File: config.mk
export PLATFORM = sky130hd
export DESIGN_NAME = dmem_ctrl
export DESIGN_NICKNAME = d
export VERILOG_FILES = /design/src/rtl/dmem_pkg.sv /design/src/rtl/dmem_rd_pipe.sv /design/src/rtl/dmem_ctrl.sv
export SDC_FILE = /design/constraint.sdc
export NUM_CORES = 1
export LEC_CHECK = 0
export ABC_AREA = 0
export CAP_MARGIN = 25
export CORE_AREA = 2 2 147 149
export CTS_CLUSTER_DIAMETER = 30
export DETAILED_ROUTE_END_ITERATION = 6
export DIE_AREA = 0 0 149 151
export HOLD_SLACK_MARGIN = 0.05
export PLACE_DENSITY = 0.77
export SLEW_MARGIN = 20
export SYNTH_ARGS = -nofsm -noshare
export SYNTH_HDL_FRONTEND = slang
export SYNTH_HIERARCHICAL = 1
export SYNTH_SLANG_ARGS = --single-unit
File: constraint.sdc
create_clock -name clock -period 4.4 [get_ports clock]
set_input_delay 0.88 -clock clock [delete_from_list [all_inputs] [get_ports clock]]
set_output_delay 0.88 -clock clock [all_outputs]
set_load 0.005 [all_outputs]
File: src/rtl/dmem_pkg.sv
// Shared constants, FSM state type and helpers for the dmem_ctrl data memory.
package dmem_pkg;

  localparam logic [5:0] OPC_LOAD  = 6'b000100;
  localparam logic [5:0] OPC_STORE = 6'b000101;

  typedef enum logic {INIT, IDLE} state_t;

  // Status bits travelling alongside load data through the read pipeline.
  typedef struct packed {
    logic valid;
    logic err;
  } rd_flags_t;

  function automatic logic [31:0] INIT_VALUE(input logic [31:0] i);
    return i + 32'd1;
  endfunction

endpackage

File: src/rtl/dmem_rd_pipe.sv
// Delay line for load responses: STAGES registers carrying data, valid and err.
module dmem_rd_pipe
  import dmem_pkg::*;
#(
  parameter int unsigned DATA_W = 32,
  parameter int unsigned STAGES = 0
) (
  input  logic              clock,
  input  logic              reset,
  input  logic [DATA_W-1:0] in_data,
  input  rd_flags_t         in_flags,
  output logic [DATA_W-1:0] out_data,
  output rd_flags_t         out_flags
);

  generate
    if (STAGES == 0) begin : g_bypass
      logic unused_ok;
      assign unused_ok = clock ^ reset;
      assign out_data  = in_data;
      assign out_flags = in_flags;
    end else begin : g_stages
      logic [DATA_W-1:0] data_q  [STAGES];
      rd_flags_t         flags_q [STAGES];

      always_ff @(posedge clock or posedge reset) begin
        if (reset) begin
          for (int i = 0; i < int'(STAGES); i++) begin
            data_q[i]  <= '0;
            flags_q[i] <= '0;
          end
        end else begin
          data_q[0]  <= in_data;
          flags_q[0] <= in_flags;
          for (int i = 1; i < int'(STAGES); i++) begin
            data_q[i]  <= data_q[i-1];
            flags_q[i] <= flags_q[i-1];
          end
        end
      end

      assign out_data  = data_q[STAGES-1];
      assign out_flags = flags_q[STAGES-1];
    end
  endgenerate

endmodule

File: src/rtl/dmem_ctrl.sv
// Parametrised data memory with valid/ready requests, pipelined loads and reset-time init sweep.
// Optional macro DMEM_BYTE_WRITE_EN enables per-byte store lanes; otherwise stores write full words.
module dmem_ctrl
  import dmem_pkg::*;
#(
  parameter int unsigned DATA_W   = 32,
  parameter int unsigned ADDR_W   = 32,
  parameter int unsigned DEPTH    = 8,
  parameter int unsigned READ_LAT = 1
) (
  input  logic                  clock,
  input  logic                  reset,
  input  logic                  req_valid,
  output logic                  req_ready,
  input  logic [5:0]            OPC,
  input  logic [ADDR_W-1:0]     addressin,
  input  logic [DATA_W-1:0]     datain,
  input  logic [DATA_W/8-1:0]   byte_en,
  output logic [DATA_W-1:0]     dataout,
  output logic                  resp_valid,
  output logic                  addr_err,
  output logic                  busy
);

  localparam int unsigned NB    = DATA_W / 8;
  localparam int unsigned IDX_W = $clog2(DEPTH);
  // Wide enough that DEPTH itself is representable regardless of ADDR_W.
  localparam int unsigned CMP_W = (ADDR_W > 11) ? ADDR_W + 1 : 12;

  state_t              state;
  state_t              next_state;
  logic [IDX_W-1:0]    init_idx;
  logic [DATA_W-1:0]   mem [DEPTH];

  logic [CMP_W-1:0]    addr_ext;
  logic                in_range;
  logic [IDX_W-1:0]    addr_idx;
  logic                accept;
  logic                is_load;
  logic                is_store;
  logic [NB-1:0]       store_lanes;

  logic [NB-1:0]       mem_lanes;
  logic [IDX_W-1:0]    mem_idx;
  logic [DATA_W-1:0]   mem_wdata;

  logic [DATA_W-1:0]   rd_data_q;
  rd_flags_t           rd_flags_q;
  logic                st_err_q;
  logic [DATA_W-1:0]   pipe_data;
  rd_flags_t           pipe_flags;

  assign addr_ext = CMP_W'(addressin);
  assign in_range = addr_ext < CMP_W'(DEPTH);
  assign addr_idx = addr_ext[IDX_W-1:0];
  assign accept   = req_valid && req_ready;
  assign is_load  = accept && (OPC == OPC_LOAD);
  assign is_store = accept && (OPC == OPC_STORE);

`ifdef DMEM_BYTE_WRITE_EN
  assign store_lanes = byte_en;
`else
  logic unused_byte_en;
  assign unused_byte_en = ^byte_en;
  assign store_lanes    = '1;
`endif

  // Next state and the single array write port (init sweep or store).
  always_comb begin
    next_state = state;
    mem_lanes  = '0;
    mem_idx    = addr_idx;
    mem_wdata  = datain;
    case (state)
      INIT: begin
        mem_lanes = '1;
        mem_idx   = init_idx;
        mem_wdata = DATA_W'(INIT_VALUE(32'(init_idx)));
        if (init_idx == IDX_W'(DEPTH - 1)) next_state = IDLE;
      end
      IDLE: begin
        if (is_store && in_range) mem_lanes = store_lanes;
      end
      default: next_state = INIT;
    endcase
  end

  always_ff @(posedge clock or posedge reset) begin
    if (reset) begin
      state     <= INIT;
      init_idx  <= '0;
      busy      <= 1'b1;
      req_ready <= 1'b0;
    end else begin
      state     <= next_state;
      busy      <= (next_state == INIT);
      req_ready <= (next_state == IDLE);
      if (state == INIT)
        init_idx <= (init_idx == IDX_W'(DEPTH - 1)) ? '0 : init_idx + IDX_W'(1);
    end
  end

  always_ff @(posedge clock) begin
    for (int b = 0; b < int'(NB); b++)
      if (mem_lanes[b]) mem[mem_idx][b*8 +: 8] <= mem_wdata[b*8 +: 8];
  end

  // First read stage: array is sampled at the accept edge; data holds between loads.
  always_ff @(posedge clock or posedge reset) begin
    if (reset) begin
      rd_data_q  <= '0;
      rd_flags_q <= '0;
      st_err_q   <= 1'b0;
    end else begin
      rd_flags_q.valid <= is_load;
      rd_flags_q.err   <= is_load && !in_range;
      st_err_q         <= is_store && !in_range;
      if (is_load) rd_data_q <= in_range ? mem[addr_idx] : '0;
    end
  end

  dmem_rd_pipe #(
    .DATA_W (DATA_W),
    .STAGES (READ_LAT - 1)
  ) u_rd_pipe (
    .clock     (clock),
    .reset     (reset),
    .in_data   (rd_data_q),
    .in_flags  (rd_flags_q),
    .out_data  (pipe_data),
    .out_flags (pipe_flags)
  );

  assign dataout    = pipe_data;
  assign resp_valid = pipe_flags.valid;
  assign addr_err   = pipe_flags.err | st_err_q;

endmodule

==> flow_summary.json, run 1 <==
{
  "worst_setup_path_start_kind": "primary input",
  "antenna_found_initial": 0,
  "synth_top_cell_area_share": 0.656,
  "vias_per_cell": 5.86,
  "ir_drop_v": 0.000448,
  "clock-root-buffer": "clkbuf_16",
  "maxSlewViolCount": 0,
  "fin_setup_tns_ns": 0,
  "yosys.area.top_type": "edfxtp_1",
  "ant_nets": 0,
  "cts.clk_slew.worst_paths_ns": 0.05,
  "post_cts_buffers": 0,
  "pwr-share-comb": 0.034,
  "clockBufferDepth": 3,
  "wl_per_cell_um": 24.0,
  "ys_seq_area_frac": 0.742,
  "seqPwrFrac": 0.408,
  "critPathBufInv": 2,
  "ioPinCount": 113,
  "critPathMaxStageDelay_ns": 0.56,
  "setup_ws_ns": 1.26,
  "p_int_mw": 5.86,
  "area_delta_synth_final_pct": 26.7,
  "synthTopCellsByArea": "edfxtp_1 66%, mux4_2 12%, dfrtp_1 8.3%",
  "netlist_area_um2": 11700,
  "finalClockSkew_ns": 0.0234,
  "hp-start": "rd_data_q[30]",
  "initial_core_util": 0.563,
  "clk_latency_ns": 0.56,
  "htreeDepth": 2,
  "dp_cells": 951,
  "worstSetupPathType": "in -> reg",
  "power_per_cell_area_nw_per_um2": 505,
  "cp.arrival_ns": 3.31,
  "synth_commonest_cells": "256 x edfxtp_1, 64 x mux4_2, 42 x nand2_1",
  "power_switching_mw": 1.64,
  "slew_headroom": 0.343,
  "tightest_slew_ns": 0.986,
  "yosys_most_used_dff": "edfxtp_1",
  "report.final.hold_viol_count": 0,
  "syn-num-nets": 694,
  "rsz0062_at_grt": "false",
  "worstRegToRegCells": 5,
  "drc_errors": 0,
  "grt_max_degree": 50,
  "grt_pass1_wl_um": 38700,
  "gr-total-overflow": 0,
  "swShare": 0.218,
  "async_flop_share": 0.135,
  "r2r_slack_ns": 2.02,
  "ys_types": 39,
  "die_w_um": 149,
  "crit_end": "mem[7][15]",
  "final_util": 0.713,
  "synth_edf_count": 256,
  "grt_usage": 0.234,
  "postCtsHoldBufs": 0,
  "port-buffer-count": 108,
  "first_iter_violations": 458,
  "hp-class": "reg -> reg",
  "slowest_stage": "or4_1",
  "path_delay_family": "simple AND/OR/NAND/NOR gates",
  "post-route-min-period_ns": 3.14,
  "grt_pass1_vias": 6808,
  "r2r-start": "state",
  "pwr-share-clk": 0.558,
  "yosysMostFrequentCell": "edfxtp_1",
  "finalCritPeriodShare": 0.714,
  "ys_seq_elements": 296,
  "syn_inst": 615,
  "post_cts_resized": 0,
  "instances_no_fill": 1053,
  "hold_depth": 2,
  "cp.depth": 6,
  "synth.avg_cell_area_um2": 19.0,
  "die_h_um": 151,
  "cp_max_fo": 32,
  "crit_start": "OPC[3]",
  "dr.pass1.iters": 5,
  "insertedDiodeCount": 0,
  "cts_buffers": 54,
  "fmax_mhz": 318,
  "rows": 53,
  "drv_cap": 0,
  "end_kind": "flop",
  "via_count": 6166,
  "required_ns": 4.57,
  "numClockSinks": 296,
  "final_nets": 811,
  "power_leakage_nw": 5.18,
  "rr_endpoint": "mem[7][15]",
  "outcome": "completed",
  "coreArea_um2": 20800,
  "setup_violations": 0,
  "crit_chain": "clkdlybuf4s50_1 > nor4b_1 > nand3_1 > or4_1 > a21oi_4 > buf_4",
  "dpl.hpwl_um": 13300,
  "gp_congestion": 0.801,
  "place_worst_setup_slack_ns": 0.762,
  "drive_gt1_frac": 0.253,
  "cts_tree": "yes",
  "yosys_warnings": 6,
  "fp.dieArea_um2": 22500,
  "routed_wirelength_um": 25300
}
==> per-stage QoR <==
stage	total power, mW	instance area [µm²]	hold slack (ns)
3_5_place_dp	3.36	13000	0.469
6_report	7.49	14800	0.477
5_1_grt	7.69	14800	0.503
3_3_place_gp	3.35	12900	0.465
2_1_floorplan	3.25	11700	0.451
4_1_cts	7.54	14800	0.478
==> power by group through the flow <==
stage	Combinational, mW	Sequential, mW	Clock, mW
2_1_floorplan	0.143	3.11	0
3_3_place_gp	0.241	3.11	0
3_5_place_dp	0.254	3.11	0
4_1_cts	0.258	3.05	4.23
5_1_grt	0.273	3.05	4.36
6_report	0.255	3.05	4.18
==> registers in the layout, summed over array words and instances, names as in the netlist <==
name	flops
st_err_q	1
rd_data_q	32
state	1
rd_flags_q	2
init_idx	3
busy	1
mem	256
==> cell families after synthesis <==
| group | count (synthesis) | synth area share |
|---|---|---|
| adders and majority gates | 2 | 0.00214 |
| muxes | 96 | 0.150 |
| AOI/OAI and AO/OA | 44 | 0.0222 |
| DFF | 296 | 0.742 |
| and+or+nand+nor | 106 | 0.0472 |
| buffers and inverters | 71 | 0.0362 |
==> tightest hold or removal path, stage by stage (launching register included) <==
cell and delay, ns:
dfrtp_1 0.33, nand2_1 0.06, o21ai_2 0.05
==> area by class of cell <==
type | instances | area, µm²
Sequential cell | 296 | 8690
Fill cell | 1262 | 5990
Multi-Input combinational cell | 248 | 2660
Clock buffer | 62 | 1450
Timing Repair Buffer | 125 | 1240
Clock inverter | 40 | 438
Tap cell | 275 | 344
Inverter | 7 | 26.3
==> placed cells by master, fill, tap and decap left out, types with 2 or more instances in the layout <==
master and count:
o21ai_2 4, a21oi_4 2, nor2_1 5, mux4_2 64
mux2i_1 32, clkbuf_1 5, and2_1 28, ha_1 2
nand3_1 2, buf_4 15, or2_2 2, nor2_4 2
edfxtp_1 256, nand4_1 3, nand2b_1 4, inv_8 8
o32a_1 2, clkdlybuf4s50_1 106, clkinv_4 5, bufinv_16 4
o21ai_1 26, nor2b_4 2, dfrtp_1 39, nand2_1 42
inv_1 5, clkbuf_16 57, inv_6 11, o21ai_0 6
and2_2 2, buf_12 3, clkinvlp_4 7, clkinv_2 3
nor4_1 6, inv_2 2
==> worst min-delay path by stage <==
| stage | end | slack (ns) |
|---|---|---|
| after floorplan | rd_data_q[28] | 0.45 |
| after global placement | rd_data_q[8] | 0.47 |
| after detailed placement | rd_data_q[30] | 0.47 |
| after CTS | rd_data_q[30] | 0.48 |
| after global routing | rd_data_q[30] | 0.50 |
| final | rd_data_q[30] | 0.48 |
==> routing by layer <==
metal	track usage	vias to the layer above	wire length (µm)
met3	0.0500	54	1470
li1	-	2651	-
met4	0.0814	0	613
met1	0.293	3211	9820
met2	0.410	250	13400
met5	0	-	0
No activity file was read; power rests on OpenSTA's default activity.
==> inputs of run 2 (changes only) <==
- clock period: 4.4 -> 3.15 ns (I/O delays scaled with it)
==> run 2 against run 1 <==
Against the previous run:
- count of clock-buffer cells in the layout decreased by 10
- non-clock buffer count up 9
- power increased by 30%
- sequential power is 40% higher
- combinational power grew 42%
- global-route usage rose by 0.65 points
- routed wire length grew 2.7%
- clock skew fell by 0.016 ns
- via count is 0.45% lower
- final cell count decreased by 0.47%
- setup slack worse by 0.76 ns
- largest cell class unchanged
==> flow_summary.json, run 2 (synthesis results as in run 1) <==
{
  "outcome": "completed",
  "ir_drop_v": 0.000465,
  "dpl.hpwl_um": 14000,
  "power_leakage_nw": 5.13,
  "worstRegToRegCells": 5,
  "htreeDepth": 2,
  "seq_area_um2": 8690,
  "grt-busiest-layer": "met2",
  "setup_violations": 0,
  "report.final.hold_viol_count": 0,
  "cts.clk_slew.worst_paths_ns": 0.05,
  "fin_area_um2": 14800,
  "required_ns": 3.38,
  "cp.arrival_ns": 2.88,
  "final_nets": 814,
  "hp-class": "in -> async",
  "via_count": 6138,
  "gr-total-overflow": 0,
  "final_cell_mix": "256 x edfxtp_1, 106 x clkdlybuf4s50_1, 64 x mux4_2",
  "r2r-start": "state",
  "coreArea_um2": 20800,
  "worstSetupPathType": "in -> reg",
  "routed_wirelength_um": 26000,
  "drv_cap": 0,
  "groute.layer.met3.usage": 0.0446,
  "grt_pass1_vias": 6642,
  "top_register": "mem",
  "reg_top3": "mem (256), rd_data_q (32), init_idx (3)",
  "slew_headroom": 0.476,
  "wl_per_cell_um": 24.8,
  "post_cts_resized": 0,
  "largest_reg_flops": 256,
  "rows": 53,
  "gp_congestion": 0.842,
  "power_per_cell_area_nw_per_um2": 658,
  "cts_tree": "yes",
  "p_total_mw": 9.73,
  "die_h_um": 151,
  "rr_endpoint": "rd_data_q[17]",
  "insertedDiodeCount": 0,
  "grt_pass1_wl_um": 39400,
  "cts_buffers": 48,
  "fmax_mhz": 377,
  "finalCritPeriodShare": 0.843,
  "grt_max_degree": 51,
  "fillers": 1253,
  "multiInputGateArea_um2": 2660,
  "postCtsHoldBufs": 0,
  "grt_usage": 0.241,
  "ant_nets": 0,
  "cp_max_fo": 19,
  "clk_latency_ns": 0.53,
  "use_met2": 0.419,
  "finalClockSkew_ns": 0.00764,
  "post-route-min-period_ns": 2.65,
  "placed_cell_area_um2": 13200,
  "clock-root-buffer": "clkbuf_16",
  "die_w_um": 149,
  "rsz0062_at_grt": "false",
  "final_common_cell": "edfxtp_1",
  "post_cts_buffers": 0,
  "antenna_found_initial": 0,
  "final_util": 0.710,
  "maxSlewViolCount": 0,
  "initial_core_util": 0.563,
  "first_iter_violations": 396,
  "fp.dieArea_um2": 22500,
  "hold_ws_ns": 0.406,
  "dr.pass1.iters": 5,
  "clockBufferDepth": 3,
  "numClockSinks": 296,
  "r2r_slack_ns": 0.86,
  "vias_per_cell": 5.86,
  "drive_gt1_frac": 0.246,
  "tightest_slew_ns": 0.778,
  "end_kind": "flop",
  "fin_setup_tns_ns": 0,
  "use_met1": 0.303,
  "ioPinCount": 113,
  "port-buffer-count": 108,
  "area_delta_synth_final_pct": 26.3,
  "crit_end": "mem[7][13]",
  "crit_start": "OPC[5]",
  "drc_errors": 0,
  "worst_setup_path_start_kind": "primary input"
}
-- run 2: how the worst min path moves through the flow --
stage	from	end	depth (start not counted)
global placement	rd_data_q[16]	rd_data_q[16]	2
floorplan	rd_data_q[28]	rd_data_q[28]	2
global route	reset	rd_data_q[23]	2
finish	reset	rd_data_q[6]	2
CTS	reset	rd_data_q[7]	2
detailed placement	rd_data_q[30]	rd_data_q[30]	2
-- run 2: critical path, stage by stage --
cell	delay, ns
clkdlybuf4s50_1	0.46
nor4b_1	0.43
nand3_1	0.21
or4_1	0.57
a21oi_4	0.34
buf_12	0.23
-- run 2: final cells by class --
type | count | area share
Clock buffer | 52 | 0.0837
Tap cell | 275 | 0.0233
Clock inverter | 36 | 0.0243
Sequential cell | 296 | 0.587
Multi-Input combinational cell | 248 | 0.179
Timing Repair Buffer | 134 | 0.100
Inverter | 7 | 0.00178
-- run 2: power breakdown --
group | switching (mW) | internal [mW]
logic | 0.170 | 0.193
registers | 0.0000481 | 4.27
clock network | 1.83 | 3.28
-- run 2: routing by layer --
layer  vias up  wire, µm
met3        55      1560
met2       234     13700
met4         0       714
met5         -         0
li1       2641         -
met1      3208     10000
-- run 2: metrics by stage --
step | instances | worst slack [ns]
2_1_floorplan | 615 | -0.535
3_3_place_gp | 960 | 0.0935
3_5_place_dp | 960 | 0.0127
4_1_cts | 1048 | 0.548
5_1_grt | 1048 | 0.393
6_report | 1048 | 0.495
==> inputs of run 3 (changes only) <==
- CORE_AREA: 2 2 147 149 -> 2 2 155 157
- DIE_AREA: 0 0 149 151 -> 0 0 157 159
- PLACE_DENSITY: 0.77 -> 0.73
- clock period: 3.15 -> 2.4 ns (I/O delays scaled with it)
==> run 3 against run 2 <==
Against the previous run:
- die area rose by 11%
- flip-flop and latch count did not move
- first-iteration DRC count fell by 1.8%
- clock power rose by 28%
- power rose by 30%
- utilization fell by 6.7 points
- count of clock-buffer cells in the layout rose by 5
==> flow_summary.json, run 3 (synthesis results as in run 1) <==
{
  "outcome": "completed",
  "end_kind": "flop",
  "instances_no_fill": 1100,
  "ant_nets": 0,
  "crit_end": "mem[2][15]",
  "fillers": 1522,
  "rows": 56,
  "grt_pass1_wl_um": 38200,
  "numClockSinks": 296,
  "grt_usage": 0.204,
  "vias_per_cell": 5.58,
  "cts_tree": "yes",
  "dp_cells": 1013,
  "wl_per_cell_um": 22.4,
  "slew_headroom": 0.645,
  "fp.dieArea_um2": 25000,
  "power_leakage_nw": 5.19,
  "placed_cell_area_um2": 13300,
  "cp.arrival_ns": 2.47,
  "finalCritPeriodShare": 0.944,
  "coreArea_um2": 23200,
  "fmax_mhz": 441,
  "rsz0062_at_grt": "false",
  "die_h_um": 159,
  "htreeDepth": 2,
  "grt_max_degree": 35,
  "dr.pass1.iters": 4,
  "hp-class": "in -> async",
  "post_cts_resized": 0,
  "final_nets": 823,
  "worstSetupPathType": "in -> reg",
  "drive_gt1_frac": 0.261,
  "die_w_um": 157,
  "first_iter_violations": 389,
  "top_register": "mem",
  "cts.clk_slew.worst_paths_ns": 0.05,
  "post-route-min-period_ns": 2.27,
  "drv_cap": 0,
  "required_ns": 2.60,
  "worstRegToRegCells": 7,
  "area_delta_synth_final_pct": 27.4,
  "rr_endpoint": "mem[7][16]",
  "cts_buffers": 48,
  "setup_violations": 0,
  "reg_top3": "mem (256), rd_data_q (32), init_idx (3)",
  "worst_setup_path_start_kind": "primary input",
  "ir_drop_v": 0.000575,
  "routed_wirelength_um": 24600,
  "clockBufferDepth": 3,
  "maxSlewViolCount": 0,
  "report.final.hold_viol_count": 0,
  "final_common_cell": "edfxtp_1",
  "final_cell_mix": "256 x edfxtp_1, 106 x clkdlybuf4s50_1, 64 x mux4_2",
  "postCtsHoldBufs": 0,
  "dpl.hpwl_um": 14500,
  "largest_reg_flops": 256,
  "port-buffer-count": 108,
  "via_count": 6136,
  "post_cts_buffers": 0,
  "antenna_found_initial": 0,
  "r2r-start": "state",
  "cp_max_fo": 23,
  "grt_pass1_vias": 6691,
  "tightest_slew_ns": 0.532,
  "crit_start": "addressin[20]",
  "finalClockSkew_ns": 0.0180,
  "clk_latency_ns": 0.53,
  "initial_core_util": 0.505,
  "drc_errors": 0,
  "gr-total-overflow": 0,
  "power_per_cell_area_nw_per_um2": 846,
  "gp_congestion": 0.793,
  "r2r_slack_ns": 0.33,
  "insertedDiodeCount": 0,
  "ioPinCount": 113,
  "clock-root-buffer": "clkbuf_16",
  "fin_area_um2": 14900
}
run 3: worst max-delay path, cell delays in order:
cell and delay (ns):
clkdlybuf4s50_1 0.40, nor4_1 0.31, nand4_1 0.27, o32a_1 0.57
nor2b_4 0.21, buf_12 0.23
run 3: report_power, final:
group          internal [mW]  total (mW)  switching (mW)
Sequential              5.60        5.60       0.0000660
Combinational          0.258       0.488           0.230
Clock                   4.29        6.54            2.25
Total                   10.2        12.6            2.48
run 3: worst min-delay path by stage:
stage                             start            end  slack [ns]  cells after the start
final                             reset  rd_data_q[24]        0.26                      2
after global routing              reset  rd_data_q[21]        0.27                      2
after CTS                         reset  rd_data_q[21]        0.26                      2
after detailed placement  rd_data_q[16]  rd_data_q[16]        0.47                      2
after global placement     rd_data_q[2]   rd_data_q[2]        0.47                      2
after floorplan           rd_data_q[28]  rd_data_q[28]        0.45                      2
run 3: final cells by class:
cell class,instances,area [µm²],area share
clock buffers,57,1310,0.0875
clock inverters,30,273,0.0183
inverters,7,26.3,0.00176
multi-input cells,248,2710,0.182
flip-flops and latches,296,8690,0.582
well taps,319,399,0.0267
repair buffers,143,1520,0.102
run 3: routing by layer:
| layer | part of all wire | global-route usage |
|---|---|---|
| met3 | 0.058 | 0.0378 |
| met5 | 0 | 0 |
| met4 | 0.027 | 0.0638 |
| met2 | 0.52 | 0.351 |
| met1 | 0.39 | 0.263 |
run 3: per-stage QoR:
| step | hold WS [ns] | power (mW) | worst slack (ns) | util | setup TNS [ns] |
|---|---|---|---|---|---|
| after floorplan | 0.451 | 5.96 | -0.301 | - | -23.78 |
| after global placement | 0.471 | 6.17 | -0.368 | 0.576 | -93.84 |
| after detailed placement | 0.469 | 6.19 | -0.370 | 0.576 | -97.96 |
| after CTS | 0.260 | 12.7 | 0.150 | 0.644 | 0 |
| after global routing | 0.274 | 13.0 | 0.0215 | 0.644 | 0 |
| final | 0.263 | 12.6 | 0.134 | 0.644 | 0 |
